File: config.mk
export PLATFORM = sky130hd
export DESIGN_NAME = cpu_run_ctrl
export DESIGN_NICKNAME = d
export VERILOG_FILES = /design/src/rtl/cpu_run_ctrl.sv
export SDC_FILE = /design/constraint.sdc
export NUM_CORES = 1
export LEC_CHECK = 0
export CORE_MARGIN = 5
export CORE_UTILIZATION = 38
export DETAILED_ROUTE_END_ITERATION = 10
export HOLD_SLACK_MARGIN = 0.1
export PLACE_DENSITY_LB_ADDON = 0.12
export SLEW_MARGIN = 15
export SYNTH_ARGS = -nofsm -noshare
export SYNTH_HDL_FRONTEND = slang
export SYNTH_SLANG_ARGS = --single-unit
File: constraint.sdc
create_clock -name clk -period 2.9 [get_ports clk]
set_input_delay 0.87 -clock clk [delete_from_list [all_inputs] [get_ports clk]]
set_output_delay 0.87 -clock clk [all_outputs]
set_load 0.01 [all_outputs]
File: src/rtl/cpu_run_ctrl.sv
// Run controller: sequences the CPU through reset, run and stop, with cycle budget and halt-on-PC-repeat.
// Optional single-step support is compiled in with `define RUN_CTRL_STEP_EN.
module cpu_run_ctrl #(
    parameter int unsigned RST_CYCLES  = 2,
    parameter int unsigned MAX_CYCLES  = 1000,
    parameter int unsigned HALT_REPEAT = 3,
    parameter int unsigned PC_W        = 32,
    parameter int unsigned CNT_W       = 32
) (
    input  logic             clk,
    input  logic             reset,
    input  logic             start,
    input  logic             abort,
`ifdef RUN_CTRL_STEP_EN
    input  logic             step_mode,
    input  logic             step,
`endif
    input  logic [PC_W-1:0]  pc,
    output logic             cpu_rst_n,
    output logic             cpu_en,
    output logic             busy,
    output logic             done,
    output logic             halted,
    output logic             timeout,
    output logic [CNT_W-1:0] cycle_cnt
);

    localparam int RCW = (RST_CYCLES > 1) ? $clog2(RST_CYCLES) : 1;
    localparam int SCW = $clog2(HALT_REPEAT + 1);
    localparam logic [RCW-1:0]   RST_LAST  = RCW'(RST_CYCLES - 1);
    localparam logic [SCW-1:0]   HALT_LAST = SCW'(HALT_REPEAT - 1);
    localparam logic [CNT_W-1:0] CNT_LAST  = CNT_W'(MAX_CYCLES - 1);

    typedef enum logic [1:0] {
        S_IDLE,
        S_RESET,
        S_RUN,
        S_DONE
    } state_t;

    state_t           state_q;
    logic [RCW-1:0]   rst_cnt_q;
    logic [CNT_W-1:0] cycle_cnt_q;
    logic [CNT_W-1:0] cycle_cnt_d;
    logic [SCW-1:0]   same_cnt_q;
    logic [SCW-1:0]   same_cnt_d;
    logic [PC_W-1:0]  pc_prev_q;
    logic             pc_valid_q;
    logic             halted_q;
    logic             timeout_q;
    logic             run_en;
    logic             pc_eq;
    logic             halt_hit;
    logic             tmo_hit;

`ifdef RUN_CTRL_STEP_EN
    logic step_q;
    logic mode_q;

    // Step inputs are registered so cpu_en never depends combinationally on a port.
    always_ff @(posedge clk) begin
        if (!reset) begin
            step_q <= 1'b0;
            mode_q <= 1'b0;
        end else begin
            step_q <= step;
            mode_q <= step_mode;
        end
    end

    assign run_en = !mode_q || step_q;
`else
    assign run_en = 1'b1;
`endif

    assign pc_eq       = pc_valid_q && (pc == pc_prev_q);
    assign halt_hit    = pc_eq && (same_cnt_q == HALT_LAST);
    assign tmo_hit     = (cycle_cnt_q == CNT_LAST);
    assign cycle_cnt_d = cycle_cnt_q + CNT_W'(1);
    assign same_cnt_d  = pc_eq ? same_cnt_q + SCW'(1) : '0;

    always_ff @(posedge clk) begin
        if (!reset) begin
            state_q     <= S_IDLE;
            rst_cnt_q   <= '0;
            cycle_cnt_q <= '0;
            same_cnt_q  <= '0;
            pc_prev_q   <= '0;
            pc_valid_q  <= 1'b0;
            halted_q    <= 1'b0;
            timeout_q   <= 1'b0;
        end else if (abort) begin
            state_q     <= S_IDLE;
            rst_cnt_q   <= '0;
            cycle_cnt_q <= '0;
            same_cnt_q  <= '0;
            pc_valid_q  <= 1'b0;
            halted_q    <= 1'b0;
            timeout_q   <= 1'b0;
        end else begin
            case (state_q)
                S_IDLE, S_DONE: begin
                    if (start) begin
                        state_q     <= S_RESET;
                        rst_cnt_q   <= '0;
                        cycle_cnt_q <= '0;
                        same_cnt_q  <= '0;
                        pc_valid_q  <= 1'b0;
                        halted_q    <= 1'b0;
                        timeout_q   <= 1'b0;
                    end
                end
                S_RESET: begin
                    if (rst_cnt_q == RST_LAST) begin
                        state_q <= S_RUN;
                    end else begin
                        rst_cnt_q <= rst_cnt_q + RCW'(1);
                    end
                end
                S_RUN: begin
                    if (run_en) begin
                        cycle_cnt_q <= cycle_cnt_d;
                        pc_prev_q   <= pc;
                        pc_valid_q  <= 1'b1;
                        same_cnt_q  <= same_cnt_d;
                        // Halt wins when it lands on the same cycle as the budget expiring.
                        if (halt_hit) begin
                            state_q  <= S_DONE;
                            halted_q <= 1'b1;
                        end else if (tmo_hit) begin
                            state_q   <= S_DONE;
                            timeout_q <= 1'b1;
                        end
                    end
                end
                default: state_q <= S_IDLE;
            endcase
        end
    end

    assign cpu_rst_n = (state_q == S_RUN) || (state_q == S_DONE);
    assign cpu_en    = (state_q == S_RESET) || ((state_q == S_RUN) && run_en);
    assign busy      = (state_q == S_RESET) || (state_q == S_RUN);
    assign done      = (state_q == S_DONE);
    assign halted    = halted_q;
    assign timeout   = timeout_q;
    assign cycle_cnt = cycle_cnt_q;

endmodule

==> results.txt, run 1 <==
----------------------------------------------------
[CTS]
  Clock buffer count from CTS ... 9
  Root Buffer ... sky130_fd_sc_hd__clkbuf_8
  Clock sink count ... 72
  H-tree level count ... 3
  CTS Hold Bufs ... 0
  Setup repair bufs after CTS ... 0
  TritonCTS clock tree ... yes
  Clock transition at the register clock pins on the worst setup and hold paths after CTS ... 70 ps
  Maximum buffer depth of the clock tree ... 2
  Quantity of gates resized following cts ... 0
  Source-to-sink clock delay at the later pin of the worst-skew pair ... 350 ps

[Worst setup path]
  CP peak stage delay ... 550 ps
  Slowest cell on the critical path ... sky130_fd_sc_hd__clkdlybuf4s50_1
  Reg2Reg Depth ... 6
  Arrival time of the worst setup path ... 1870 ps
  Worst-path cell chain ... inv_1, ha_1, inv_1, clkdlybuf4s50_1
  Stages on the worst setup path ... 4
  CP delay by family, top ... buffers and inverters
  Source of the worst register-to-register timing path ... cycle_cnt[2]
  Worst path bufs/invs ... 3
  Reg2reg setup slack ... 720 ps
  CP Max Fanout ... 6
  Crit path launch ... state_q[0]
  Worst Setup Start Kind ... flip-flop
  Endpoint class of the critical path ... output pin
  Data required time of the critical path ... 2030 ps
  Cell with the most instances on the worst path ... sky130_fd_sc_hd__inv_1
  Critical setup path kind ... reg2out

[Global route]
  Global Route Usage Sum ... 0.172
  Met2 Track Usage GR ... 0.293
  Vias in the first global route ... 3366
  Number of antenna violations at the first check in global routing ... 0
  Total grt overflow ... 0
  GRT met1 Usage ... 0.212
  Wire length of the first global-routing pass ... 16.3 mm
  Largest net degree at the start of global routing ... 33
  Grt peak-use layer ... met2
  GR met3 Demand/Resource ... 0.0491

[Cells and area]
  Leading cell type in the layout, fill and taps excluded ... sky130_fd_sc_hd__nand2_1
  Final Instance Area ... 0.00485 mm^2
  Area delta synth->final ... 30.3%
  NumNets Final ... 582
  Antenna diode instance count ... 0
  Proportion of layout cells with a drive suffix above 1 ... 0.0752
  Commonest cells after routing, fill and taps aside ... sky130_fd_sc_hd__nand2_1, sky130_fd_sc_hd__clkdlybuf4s50_1, sky130_fd_sc_hd__dfxtp_1

[Route]
  Wire length per cell after detailed routing ... 14.6 um
  Wirelength, routed ... 9.92 mm
  Via total after detailed routing ... 3528
  Iteration-0 DRC count of the detailed router ... 121
  Antenna-violating nets left ... 0
  DRC violations left ... 0
  Via density ... 5.20
  Length of the first detailed-routing pass in iterations ... 4

[Floorplanning]
  Die area ... 0.0119 mm^2
  Area of the core ... 0.00968 mm^2
  Std cell rows ... 36
  Die extent in x ... 109 um
  I/O pins ... 74
  Floorplan die height ... 109 um
  Effective utilization at floorplan ... 0.384

[STA]
  Final total negative setup slack ... 0 ps
  Min Hold Slack ... 465 ps
  Skew final ... 8.50 ps
  Max-slew headroom ... 0.561
  Final Setup Violations ... 0
  Transition time of the tightest slew-check pin ... 654 ps
  Final min period ... 2740 ps
  Period utilisation layout ... 0.944
  Slew Viols, Final ... 0
  Fmax achieved ... 0.365 GHz
  Count of final hold-check violations ... 0
  Final worst setup slack ... 163 ps
  Setup repair after global routing missed its margin ... no

[Place]
  Global placement routability congestion ... 0.809
  Worst Setup Slack post-DPL ... -77.1 ps
  DP Wirelength ... 7.08 mm
  Cell area after placement ... 0.00464 mm^2
  Port Buffer Count ... 73

[Power]
  Sw Ratio ... 0.259
  Pwr Density ... 443 mW/mm^2
  Cell-internal power ... 1590 uW
  Power share of the clock group ... 0.401
  Peak supply drop ... 0.000234 V
  Power dissipated by switching net loads ... 557 uW
  Sequential share of power ... 0.471
  Leakage Power ... 0.00173 uW
  Combinational Power Share ... 0.128

[Worst hold path]
  WHS Path Cells ... 2
  HP Start ... timeout
  Hold crit path type ... reg2reg

[Synthesis]
  Largest cells by area after synthesis ... sky130_fd_sc_hd__dfxtp_1, sky130_fd_sc_hd__nand2_1, sky130_fd_sc_hd__xor2_1
  Total of flip-flops plus latches after synthesis ... 72
  Avg Cell Area, Syn ... 8.01 um^2
  Post-Syn Instances ... 465
  Part of the Yosys area used for sequential elements ... 0.387
  Proportion of synthesized flip-flops having asynchronous set or reset ... 0
  Unique cell type count in the Yosys netlist ... 50
  Summed instance area of the synthesized netlist ... 0.00372 mm^2
  Most frequently used flop master after synthesis ... sky130_fd_sc_hd__dfxtp_1
  Total number of yosys warnings ... 0
  Nets in the synthesized netlist ... 507
  Number of enable-type register cells in the synthesized netlist ... 0
  Biggest area consumer among synthesized cells ... sky130_fd_sc_hd__dfxtp_1
  Fraction of synthesized cell area taken by the top area cell type ... 0.387

[Run]
  Number of maximum-capacitance constraint violations ... 0

[Outcome]
  Status ... complete, no violations

----------------------------------------------------
## per-stage QoR
step / std cells / util / total power, uW
after CTS: 678 / 0.501 / 2180
final: 678 / 0.501 / 2150
after global routing: 678 / 0.501 / 2250
after global placement: 662 / 0.479 / 1310
after detailed placement: 662 / 0.479 / 1310
after floorplan: 465 / - / 1180
## path summary, 6_finish.rpt
kind | endpoint
max | busy
min | timeout
max reg2reg | state_q[0]
min reg2reg | timeout
## power by group through the flow
stage / registers, uW / logic, uW / clock network [uW]
3_5_place_dp: 1040 / 278 / 0
5_1_grt: 1020 / 303 / 929
6_report: 1010 / 275 / 862
2_1_floorplan: 1030 / 148 / 0
4_1_cts: 1010 / 278 / 888
3_3_place_gp: 1040 / 272 / 0
## cell usage after synthesis (4+ instances only)
library cell               number
sky130_fd_sc_hd__xor2_1        34
sky130_fd_sc_hd__nor2_1        34
sky130_fd_sc_hd__a31oi_1        4
sky130_fd_sc_hd__and2_1         4
sky130_fd_sc_hd__clkbuf_1      19
sky130_fd_sc_hd__dfxtp_1       72
sky130_fd_sc_hd__nor3_1         9
sky130_fd_sc_hd__o21ai_0       22
sky130_fd_sc_hd__a311oi_1       7
sky130_fd_sc_hd__ha_1           6
sky130_fd_sc_hd__a21oi_1       24
sky130_fd_sc_hd__a22oi_1        5
sky130_fd_sc_hd__nand3_1       19
sky130_fd_sc_hd__inv_1          8
sky130_fd_sc_hd__nor4_1        13
sky130_fd_sc_hd__and3_1         4
sky130_fd_sc_hd__a21boi_0      32
sky130_fd_sc_hd__nand2b_1       4
sky130_fd_sc_hd__nand2_1       90
sky130_fd_sc_hd__nand4_1        6
## kinds of logic after synthesis
group,count (synthesis),synth area share
AO/OA/AOI/OAI,109,0.192
XOR/XNOR,36,0.0847
adder cells (fa/ha/maj),6,0.0202
buffers and inverters,32,0.0346
flip-flops,72,0.387
multiplexers,2,0.00571
AND/OR/NAND/NOR,208,0.276
## state kept, by name, summed over array words and instances, names as in the netlist
name	flops
cycle_cnt	32
pc_prev_q	32
same_cnt_q	2
state_q	2
halted	1
pc_valid_q	1
rst_cnt_q	1
timeout	1
## layout make-up
type / count / area (um^2)
fillers: 953 / 4830
multi-input cells: 361 / 2160
flip-flops and latches: 72 / 1440
repair buffers: 88 / 843
well taps: 133 / 166
clock buffers: 12 / 165
clock inverters: 4 / 51.3
inverters: 8 / 30.0
## per-layer routing
metal,vias to the layer above,part of all wire
met4,0,0.014
met2,98,0.49
met3,12,0.061
li1,1784,-
met5,-,0
met1,1634,0.43
## worst min-delay path, stage by stage (launching register included)
cell	delay [ps]
sky130_fd_sc_hd__dfxtp_1	320
sky130_fd_sc_hd__inv_1	50
sky130_fd_sc_hd__a21oi_1	50
Note: power is estimated with default switching activity, not from simulation.
==> run 2: changes to the inputs <==
--- a/config.mk
+++ b/config.mk
@@ -5,7 +5,6 @@
 export SDC_FILE = /design/constraint.sdc
 export NUM_CORES = 1
 export LEC_CHECK = 0
-export CORE_MARGIN = 5
 export CORE_UTILIZATION = 38
 export DETAILED_ROUTE_END_ITERATION = 10
 export HOLD_SLACK_MARGIN = 0.1
==> run 2 against run 1 <==
Against the previous run:
- via count is 1.8% lower
- sequential power hardly changed
- die area is 14% lower
- sequential share of layout area is 0.46 points higher
- non-clock buffer count stayed put
- clock skew is 0.92 ps higher
- first-iteration DRC count is 13% higher
- wire length is 2.3% lower
- critical path type is now in2reg
- largest cell class unchanged
- setup slack worse by 47 ps
- clock-buffer cell count is 2 lower
==> results.txt, run 2 (same netlist as run 1, synthesis figures left out) <==
----------------------------------------------------
[CTS]
  Root Buffer ... sky130_fd_sc_hd__clkbuf_8
  Clock sink count ... 72 (unchanged)
  Clock buffer count from CTS ... 9 (unchanged)
  Source-to-sink clock delay at the later pin of the worst-skew pair ... 350 ps (about the same)
  Setup repair bufs after CTS ... 0 (unchanged)
  CTS Hold Bufs ... 0 (unchanged)
  Clock transition at the register clock pins on the worst setup and hold paths after CTS ... 70 ps (about the same)
  H-tree level count ... 3 (unchanged)
  Maximum buffer depth of the clock tree ... 2 (unchanged)
  TritonCTS clock tree ... yes
  Quantity of gates resized following cts ... 0 (unchanged)

[Place]
  Global placement routability congestion ... 0.847 (+4.7%)
  Placed instance count ... 658 (-0.60%)
  Port Buffer Count ... 73 (unchanged)
  DP Wirelength ... 6.99 mm (-1.2%)
  Worst Setup Slack post-DPL ... -176 ps (-98.6 ps)

[Route]
  Antenna-violating nets left ... 0 (unchanged)
  Iteration-0 DRC count of the detailed router ... 137 (+13%)
  Via total after detailed routing ... 3465 (-1.8%)
  Via density ... 5.17 (-0.61%)
  Wire length per cell after detailed routing ... 14.5 um (-1.2%)
  Length of the first detailed-routing pass in iterations ... 4 (unchanged)
  Wirelength, routed ... 9.69 mm (-2.3%)
  DRC violations left ... 0 (unchanged)

[Floorplanning]
  Floorplan die height ... 101 um (-7.3%)
  Effective utilization at floorplan ... 0.397 (+0.0128)
  Die area ... 0.0102 mm^2 (-14%)
  I/O pins ... 74 (unchanged)
  Area of the core ... 0.00937 mm^2 (-3.2%)
  Std cell rows ... 35 (-2.8%)
  Die extent in x ... 101 um (-7.3%)

[Global route]
  Largest net degree at the start of global routing ... 33 (unchanged)
  Total grt overflow ... 0 (unchanged)
  Global Route Usage Sum ... 0.204 (+0.0320)
  Wire length of the first global-routing pass ... 16.1 mm (-1.1%)
  Number of antenna violations at the first check in global routing ... 0 (unchanged)
  Vias in the first global route ... 3277 (-2.6%)

[Power]
  Peak supply drop ... 0.000180 V (-23%)
  Leakage Power ... 0.00170 uW (-1.7%)
  Pwr Density ... 410 mW/mm^2 (-7.6%)

[STA]
  Slew Viols, Final ... 0 (unchanged)
  Skew final ... 9.42 ps (+0.922 ps)
  Period utilisation layout ... 0.960 (+0.0161)
  Setup repair after global routing missed its margin ... no
  Count of final hold-check violations ... 0 (unchanged)
  Max-slew headroom ... 0.612 (+0.0516)
  Final min period ... 2780 ps (+46.6 ps)
  Fmax achieved ... 0.359 GHz (-1.7%)
  Final total negative setup slack ... 0 ps (unchanged)
  Final Setup Violations ... 0 (unchanged)
  Transition time of the tightest slew-check pin ... 577 ps (-77.3 ps)
  Final worst setup slack ... 117 ps (-46.6 ps)

[Worst setup path]
  Endpoint class of the critical path ... flip-flop
  Reg2Reg Depth ... 6 (unchanged)
  Critical setup path kind ... in2reg
  CP Max Fanout ... 2 (-4)
  Source of the worst register-to-register timing path ... cycle_cnt[2]
  Reg2reg setup slack ... 660 ps (-60 ps)
  Data required time of the critical path ... 3180 ps (+1150 ps)
  Worst Setup Start Kind ... primary input
  Reg2Reg Capture Point ... state_q[1]
  Arrival time of the worst setup path ... 3060 ps (+1190 ps)

[Worst hold path]
  Hold crit path type ... reg2reg
  WHS Path Cells ... 2 (unchanged)
  HP Start ... same_cnt_q[1]
  Sink of the worst hold path ... same_cnt_q[1]

[Cells and area]
  Antenna diode instance count ... 0 (unchanged)
  Proportion of layout cells with a drive suffix above 1 ... 0.0684 (-0.00684)
  Fin util ... 0.510 (+0.00885)
  Area delta synth->final ... 28.4%
  Final non-filler cell total ... 670 (-1.2%)
  Leading cell type in the layout, fill and taps excluded ... sky130_fd_sc_hd__nand2_1
  Commonest cells after routing, fill and taps aside ... sky130_fd_sc_hd__nand2_1, sky130_fd_sc_hd__clkdlybuf4s50_1, sky130_fd_sc_hd__dfxtp_1
  NumNets Final ... 582 (unchanged)

[Run]
  Number of maximum-capacitance constraint violations ... 0 (unchanged)

[Outcome]
  Status ... complete, no violations

----------------------------------------------------
run 2: cell count changes in the layout (fill, tap and decap cells not counted), sizes merged:
| cell | previous run | this run |
|---|---|---|
| clkbuf | 12 | 10 |
| clkinvlp | 1 | 0 |
| bufinv | 1 | 0 |
run 2: area by class of cell:
class | instances | area (um^2)
Fill cell | 934 | 4590
Multi-Input combinational cell | 361 | 2160
Sequential cell | 72 | 1440
Timing Repair Buffer | 88 | 843
Tap cell | 129 | 161
Clock buffer | 10 | 138
Inverter | 8 | 30.0
Clock inverter | 2 | 10.0
run 2: how the worst max path moves through the flow:
stage | startpoint | endpoint | depth (start not counted)
after CTS | state_q[0] | busy | 4
after floorplan | pc[27] | same_cnt_q[0] | 6
after detailed placement | pc[27] | same_cnt_q[0] | 7
final | pc[27] | same_cnt_q[0] | 7
after global placement | pc[8] | state_q[1] | 9
after global routing | state_q[0] | busy | 4
run 2: where the power goes:
part / internal, uW / leakage, uW / switching (uW)
logic: 122 / 0.00104 / 151
clock network: 312 / 0.0000797 / 359
registers: 1000 / 0.000581 / 10.8
total: 1440 / 0.00170 / 520
run 2: critical path: stages:
cell and delay [ps]:
sky130_fd_sc_hd__clkdlybuf4s50_1 430, sky130_fd_sc_hd__xor2_1 150, sky130_fd_sc_hd__nor4_1 500, sky130_fd_sc_hd__nand4_1 210
sky130_fd_sc_hd__or2_0 270, sky130_fd_sc_hd__or4_1 470, sky130_fd_sc_hd__a21oi_1 150
run 2: routing by layer:
metal | global-route usage | up-vias | wire length, um
li1 | - | 1778 | -
met1 | 0.286 | 1599 | 4850
met2 | 0.311 | 76 | 4280
met3 | 0.0402 | 12 | 421
met4 | 0.0747 | 0 | 135
met5 | 0 | - | 0
run 2: stage by stage:
step,hold slack [ps],instance area [um^2],power (uW)
after floorplan,436,3720,1180
after global placement,449,4630,1310
after detailed placement,446,4630,1310
after CTS,459,4780,1980
after global routing,478,4780,2050
final,456,4780,1960
==> run 3: changes to the inputs <==
==> constraint.sdc (replaced) <==
create_clock -name clk -period 3 [get_ports clk]
set_input_delay 0.9 -clock clk [delete_from_list [all_inputs] [get_ports clk]]
set_output_delay 0.9 -clock clk [all_outputs]
set_load 0.01 [all_outputs]
==> run 3 against run 2 <==
Against the previous run:
- critical path depth stayed put
- combinational power decreased by 4%
- clock skew up 4.4 ps
- sequential cell count unchanged
- wire length down 1.7%
- final cell count increased by 0.60%
- via count up 1.3%
- register-to-register slack better by 110 ps
- utilization rose by 0.33 points
- design area is 0.65% higher
- first-iteration DRC count is 13% higher
- highest routed layer unchanged
==> results.txt, run 3 (same netlist as run 1, synthesis figures left out) <==
----------------------------------------------------
[Global route]
  Wire length of the first global-routing pass ... 15.8 mm (-2.3%)
  Number of antenna violations at the first check in global routing ... 0 (unchanged)
  Vias in the first global route ... 3095 (-5.6%)
  Global Route Usage Sum ... 0.198 (-0.00629)
  Largest net degree at the start of global routing ... 33 (unchanged)
  Total grt overflow ... 0 (unchanged)

[Place]
  DP Wirelength ... 6.89 mm (-1.4%)
  Global placement routability congestion ... 0.844 (-0.31%)
  Port Buffer Count ... 73 (unchanged)

[Cells and area]
  Antenna diode instance count ... 0 (unchanged)
  NumNets Final ... 583 (+0.17%)
  Leading cell type in the layout, fill and taps excluded ... sky130_fd_sc_hd__nand2_1
  Area delta synth->final ... 29.2%
  Proportion of layout cells with a drive suffix above 1 ... 0.0752 (+0.00684)
  Commonest cells after routing, fill and taps aside ... sky130_fd_sc_hd__nand2_1, sky130_fd_sc_hd__clkdlybuf4s50_1, sky130_fd_sc_hd__dfxtp_1
  # fillers ... 928 (-0.64%)

[Power]
  Total power consumption of the routed design ... 1930 uW (-1.2%)
  Sequential share of power ... 0.507 (-0.011)
  Leakage Power ... 0.00171 uW (+0.61%)
  Power dissipated by switching net loads ... 529 uW (+1.7%)
  Power share of the clock group ... 0.357 (+0.014)
  Sw Ratio ... 0.274 (+0.00785)
  Cell-internal power ... 1400 uW (-2.3%)
  Combinational Power Share ... 0.136 (-0.004)
  Pwr Density ... 402 mW/mm^2 (-1.9%)
  Peak supply drop ... 0.000213 V (+18%)

[Worst hold path]
  WHS Path Cells ... 2 (unchanged)
  Hold crit path type ... reg2reg

[Floorplanning]
  I/O pins ... 74 (unchanged)
  Area of the core ... 0.00937 mm^2 (unchanged)
  Die extent in x ... 101 um (unchanged)
  Die area ... 0.0102 mm^2 (unchanged)
  Effective utilization at floorplan ... 0.397 (unchanged)
  Floorplan die height ... 101 um (unchanged)
  Std cell rows ... 35 (unchanged)

[STA]
  Final total negative setup slack ... 0 ps (unchanged)
  Transition time of the tightest slew-check pin ... 590 ps (+13.2 ps)
  Count of final hold-check violations ... 0 (unchanged)
  Skew final ... 13.8 ps (+4.40 ps)
  Fmax achieved ... 0.360 GHz
  Period utilisation layout ... 0.926
  Final min period ... 2780 ps
  Final Setup Violations ... 0 (unchanged)
  Max-slew headroom ... 0.604 (-0.00889)
  Min Hold Slack ... 456 ps (-0.198 ps)
  Slew Viols, Final ... 0 (unchanged)
  Setup repair after global routing missed its margin ... no

[Route]
  Antenna-violating nets left ... 0 (unchanged)
  DRC violations left ... 0 (unchanged)
  Wire length per cell after detailed routing ... 14.1 um (-2.2%)
  Iteration-0 DRC count of the detailed router ... 155 (+13%)
  Wirelength, routed ... 9.53 mm (-1.7%)
  Length of the first detailed-routing pass in iterations ... 4 (unchanged)
  Via total after detailed routing ... 3509 (+1.3%)
  Via density ... 5.21 (+0.67%)

[CTS]
  Root Buffer ... sky130_fd_sc_hd__clkbuf_8
  Maximum buffer depth of the clock tree ... 2 (unchanged)
  Setup repair bufs after CTS ... 0 (unchanged)
  H-tree level count ... 3 (unchanged)
  Clock transition at the register clock pins on the worst setup and hold paths after CTS ... 70 ps (about the same)
  TritonCTS clock tree ... yes
  Clock buffer count from CTS ... 9 (unchanged)
  Clock sink count ... 72 (unchanged)
  Source-to-sink clock delay at the later pin of the worst-skew pair ... 350 ps (about the same)
  CTS Hold Bufs ... 0 (unchanged)
  Quantity of gates resized following cts ... 0 (unchanged)

[Worst setup path]
  Reg2Reg Depth ... 6 (unchanged)
  Slowest cell on the critical path ... sky130_fd_sc_hd__nor4_1
  CP peak stage delay ... 460 ps (-40 ps)
  Arrival time of the worst setup path ... 3050 ps (about the same)
  Endpoint class of the critical path ... flip-flop
  CP delay by family, top ... simple AND/OR/NAND/NOR gates
  Data required time of the critical path ... 3270 ps (+90 ps)
  Worst Setup Start Kind ... primary input
  Critical setup path kind ... in2reg
  Worst path bufs/invs ... 1 (unchanged)
  Worst-path cell chain ... clkdlybuf4s50_1, xor2_1, nor4_1, nand4_1, or2_0, or4_1, a21oi_1
  CP Max Fanout ... 2 (unchanged)
  Stages on the worst setup path ... 7 (unchanged)

[Outcome]
  Status ... complete, no violations

[Run]
  Number of maximum-capacitance constraint violations ... 0 (unchanged)

----------------------------------------------------
[run 3: cell count changes in the layout (fill, tap and decap cells not counted), sizes merged]
cell      delta
buf          +1
clkinv       +1
clkinvlp     +2
[run 3: metal layers]
| metal | global-route usage | part of all wire | vias up |
|---|---|---|---|
| li1 | - | - | 1783 |
| met1 | 0.285 | 0.51 | 1648 |
| met2 | 0.300 | 0.44 | 67 |
| met3 | 0.0319 | 0.042 | 11 |
| met4 | 0.0669 | 0.012 | 0 |
| met5 | 0 | 0 | - |
[run 3: through the flow]
stage / setup WS [ps] / instances / cell area [um^2] / util
global placement: -139 / 659 / 4640 / 0.495
floorplan: 689 / 465 / 3720 / -
detailed placement: -156 / 659 / 4640 / 0.495
finish: 222 / 674 / 4810 / 0.513
CTS: 202 / 674 / 4810 / 0.513
global route: 56.3 / 674 / 4810 / 0.513
[run 3: power groups by stage]
stage                     clock [uW]  combinational, uW  sequential (uW)
final                            691                263              980
after global routing             751                290              981
after CTS                        712                265              980
after detailed placement           0                263             1000
after global placement             0                262             1000
after floorplan                    0                143             1000
[run 3: final timing paths]
kind	startpoint	endpoint	slack (ps)
worst min-delay path	timeout	timeout	460
worst max-delay path	pc[27]	same_cnt_q[0]	220
worst max register to register	cycle_cnt[15]	cycle_cnt[31]	770
worst min register to register	timeout	timeout	460
[run 3: cell type report]
type,instances,area [um^2],share of cell area
Tap cell,129,161,0.0336
Timing Repair Buffer,89,851,0.177
Multi-Input combinational cell,361,2160,0.448
Clock buffer,10,138,0.0286
Inverter,8,30.0,0.00624
Sequential cell,72,1440,0.300
Clock inverter,5,33.8,0.00702
[run 3: worst reg2reg max path: stages, from the launching register on]
cell,delay (ps)
sky130_fd_sc_hd__dfxtp_1,500
sky130_fd_sc_hd__and4_1,330
sky130_fd_sc_hd__nand2_2,110
sky130_fd_sc_hd__nor4_4,600
sky130_fd_sc_hd__nand4_2,170
sky130_fd_sc_hd__a31o_1,240
sky130_fd_sc_hd__a21o_1,160
==> patch: new RTL, settings of run 1 <==
Register the outputs `cpu_en`, `busy` and `done`, with the module's reset; this adds one clock of latency there. The other outputs are not delayed to match. Comments in the files are not updated.
--- a/src/rtl/cpu_run_ctrl.sv
+++ b/src/rtl/cpu_run_ctrl.sv
@@ -141,5 +141,13 @@
     assign cpu_rst_n = (state_q == S_RUN) || (state_q == S_DONE);
-    assign cpu_en    = (state_q == S_RESET) || ((state_q == S_RUN) && run_en);
-    assign busy      = (state_q == S_RESET) || (state_q == S_RUN);
-    assign done      = (state_q == S_DONE);
+    always_ff @(posedge clk) begin
+        if (!reset) begin
+            cpu_en <= '0;
+            busy   <= '0;
+            done   <= '0;
+        end else begin
+            cpu_en <= (state_q == S_RESET) || ((state_q == S_RUN) && run_en);
+            busy   <= (state_q == S_RESET) || (state_q == S_RUN);
+            done   <= (state_q == S_DONE);
+        end
+    end
     assign halted    = halted_q;
Check against the original RTL: not equivalent (a bounded check fails within 4 cycles, from zero or initial values and one cycle with reset low).
==> patch against run 1 <==
- total power increased by 7.4%
- sequential cell count increased by 2
- utilization increased by 0.78 points
- largest cell class unchanged
- global-route usage increased by 0.56 points
- wire length increased by 5.6%
- die area increased by 3.0%
- setup slack improved by 0.083 ns
- final area increased by 3.0%
- synthesized area increased by 3.3%
- combinational power increased by 7.3%
==> patch: results (changes against run 1) <==
status finished clean (unchanged); PwrDens 462 nW/um^2 (was 443 nW/um^2); routed length on met1 5180 um (was 4260 um); Rel. slew slack 59.2% (was 56.1%); Peak supply drop 0.273 mV (was 0.234 mV); grt met1 use 25.8% (was 21.2%); Ys Warns 0 (unchanged); layout cells sized above 1 7.53% (was 7.52%); drt initial violations 196 (was 121); Leakage 1.59 nW (was 1.73 nW); Synth cell types 45 (was 50); first-pass GRT wire length 18200 um (was 16300 um); drt pass-1 iters 5 (was 4); Mapped Nets 522 (was 507); Synth Area per Inst 8.01 um^2 (about the same); DR vias 3671 (was 3528); Reg2Reg Launch Point cycle_cnt[13]$_SDFFE_PP0P_ (was cycle_cnt[2]$_SDFFE_PP0P_); CP delay by family, top buffers and inverters (unchanged); Switching Fraction 24.1% (was 25.9%); Reg2Reg Capture Point cycle_cnt[25]$_SDFFE_PP0P_ (was state_q[0]$_SDFFE_PP0P_); setup skew after layout 0.0174 ns (was 0.00850 ns); Synth Area in Compound Gates 18.4% (was 19.2%); Placed Cells 676 (was 662); final WL 10500 um (was 9920 um); crit path DAT 1.78 ns (was 1.87 ns); worst r2r path cells 5 (was 6); Hold Crit Endpoint pc_prev_q[19]$_SDFFE_PN0P_ (was timeout$_SDFFE_PP0P_); Fin Hold WS 0.475 ns (was 0.465 ns); Clock Power Share 42.1% (was 40.1%); number of global-route vias before repair 3533 (was 3366); Synth Area in Adders 1.95% (was 2.02%); crit-path max cell delay 0.48 ns (was 0.55 ns); proportion of synthesized area in mux cells 1.17% (was 0.571%); Area contributors post-synth dfxtp_1 39%, nand2_1 8.3%, xnor2_1 7.1% (was dfxtp_1 39%, nand2_1 9.1%, xor2_1 8.0%); DPL Wire Length 7660 um (was 7080 um); HP Class reg2reg (unchanged); clock-pin slew of the registers on the worst-case setup and hold paths roughly 0.080 ns; post-cts sizing count 0 (unchanged); Filler cells 1042 (was 953); drt via density 5.31 (was 5.20); Setup WS pre-CTS 0.112 ns (was -0.0771 ns); synth cell count leaders 85 x nand2_1, 74 x dfxtp_1, 41 x nor2_1 (was 90 x nand2_1, 72 x dfxtp_1, 34 x nor2_1, 34 x xor2_1, 32 x a21boi_0); Pwr Total 2.31 mW (was 2.15 mW); critical path peak fanout 5 (was 6); Post-synth EDFFs 0 (unchanged); grt met3 use 4.10% (was 4.91%); placed cell area 4760 um^2 (was 4640 um^2); met2 GRT Util 26.7% (was 29.3%); all-layer global routing usage 17.8% (was 17.2%); register area share after synthesis 38.5% (was 38.7%); gpl congestion 0.808 (was 0.809); Worst Min Path Start pc_prev_q[19]$_SDFFE_PN0P_ (was timeout$_SDFFE_PP0P_); R2R Setup Slk 0.63 ns (was 0.72 ns)
patch: layout make-up:
type | count | share of cell area [%]
Tap cell | 133 | 3.33
Timing Repair Buffer | 86 | 16.8
Inverter | 6 | 0.451
Clock inverter | 5 | 2.05
Sequential cell | 74 | 29.6
Multi-Input combinational cell | 377 | 44.9
Clock buffer | 10 | 2.75
patch: how the worst max path moves through the flow:
stage	startpoint	to	slack (ns)	cells after the start
global route	state_q[0]$_SDFFE_PP0P_	cpu_rst_n	0.17	4
CTS	state_q[0]$_SDFFE_PP0P_	cpu_rst_n	0.23	4
finish	state_q[0]$_SDFFE_PP0P_	cpu_rst_n	0.25	4
detailed placement	pc[28]	same_cnt_q[0]$_SDFFE_PP0P_	0.11	7
global placement	pc[28]	same_cnt_q[0]$_SDFFE_PP0P_	0.20	7
floorplan	cycle_cnt[13]$_SDFFE_PP0P_	cycle_cnt[25]$_SDFFE_PP0P_	0.67	6
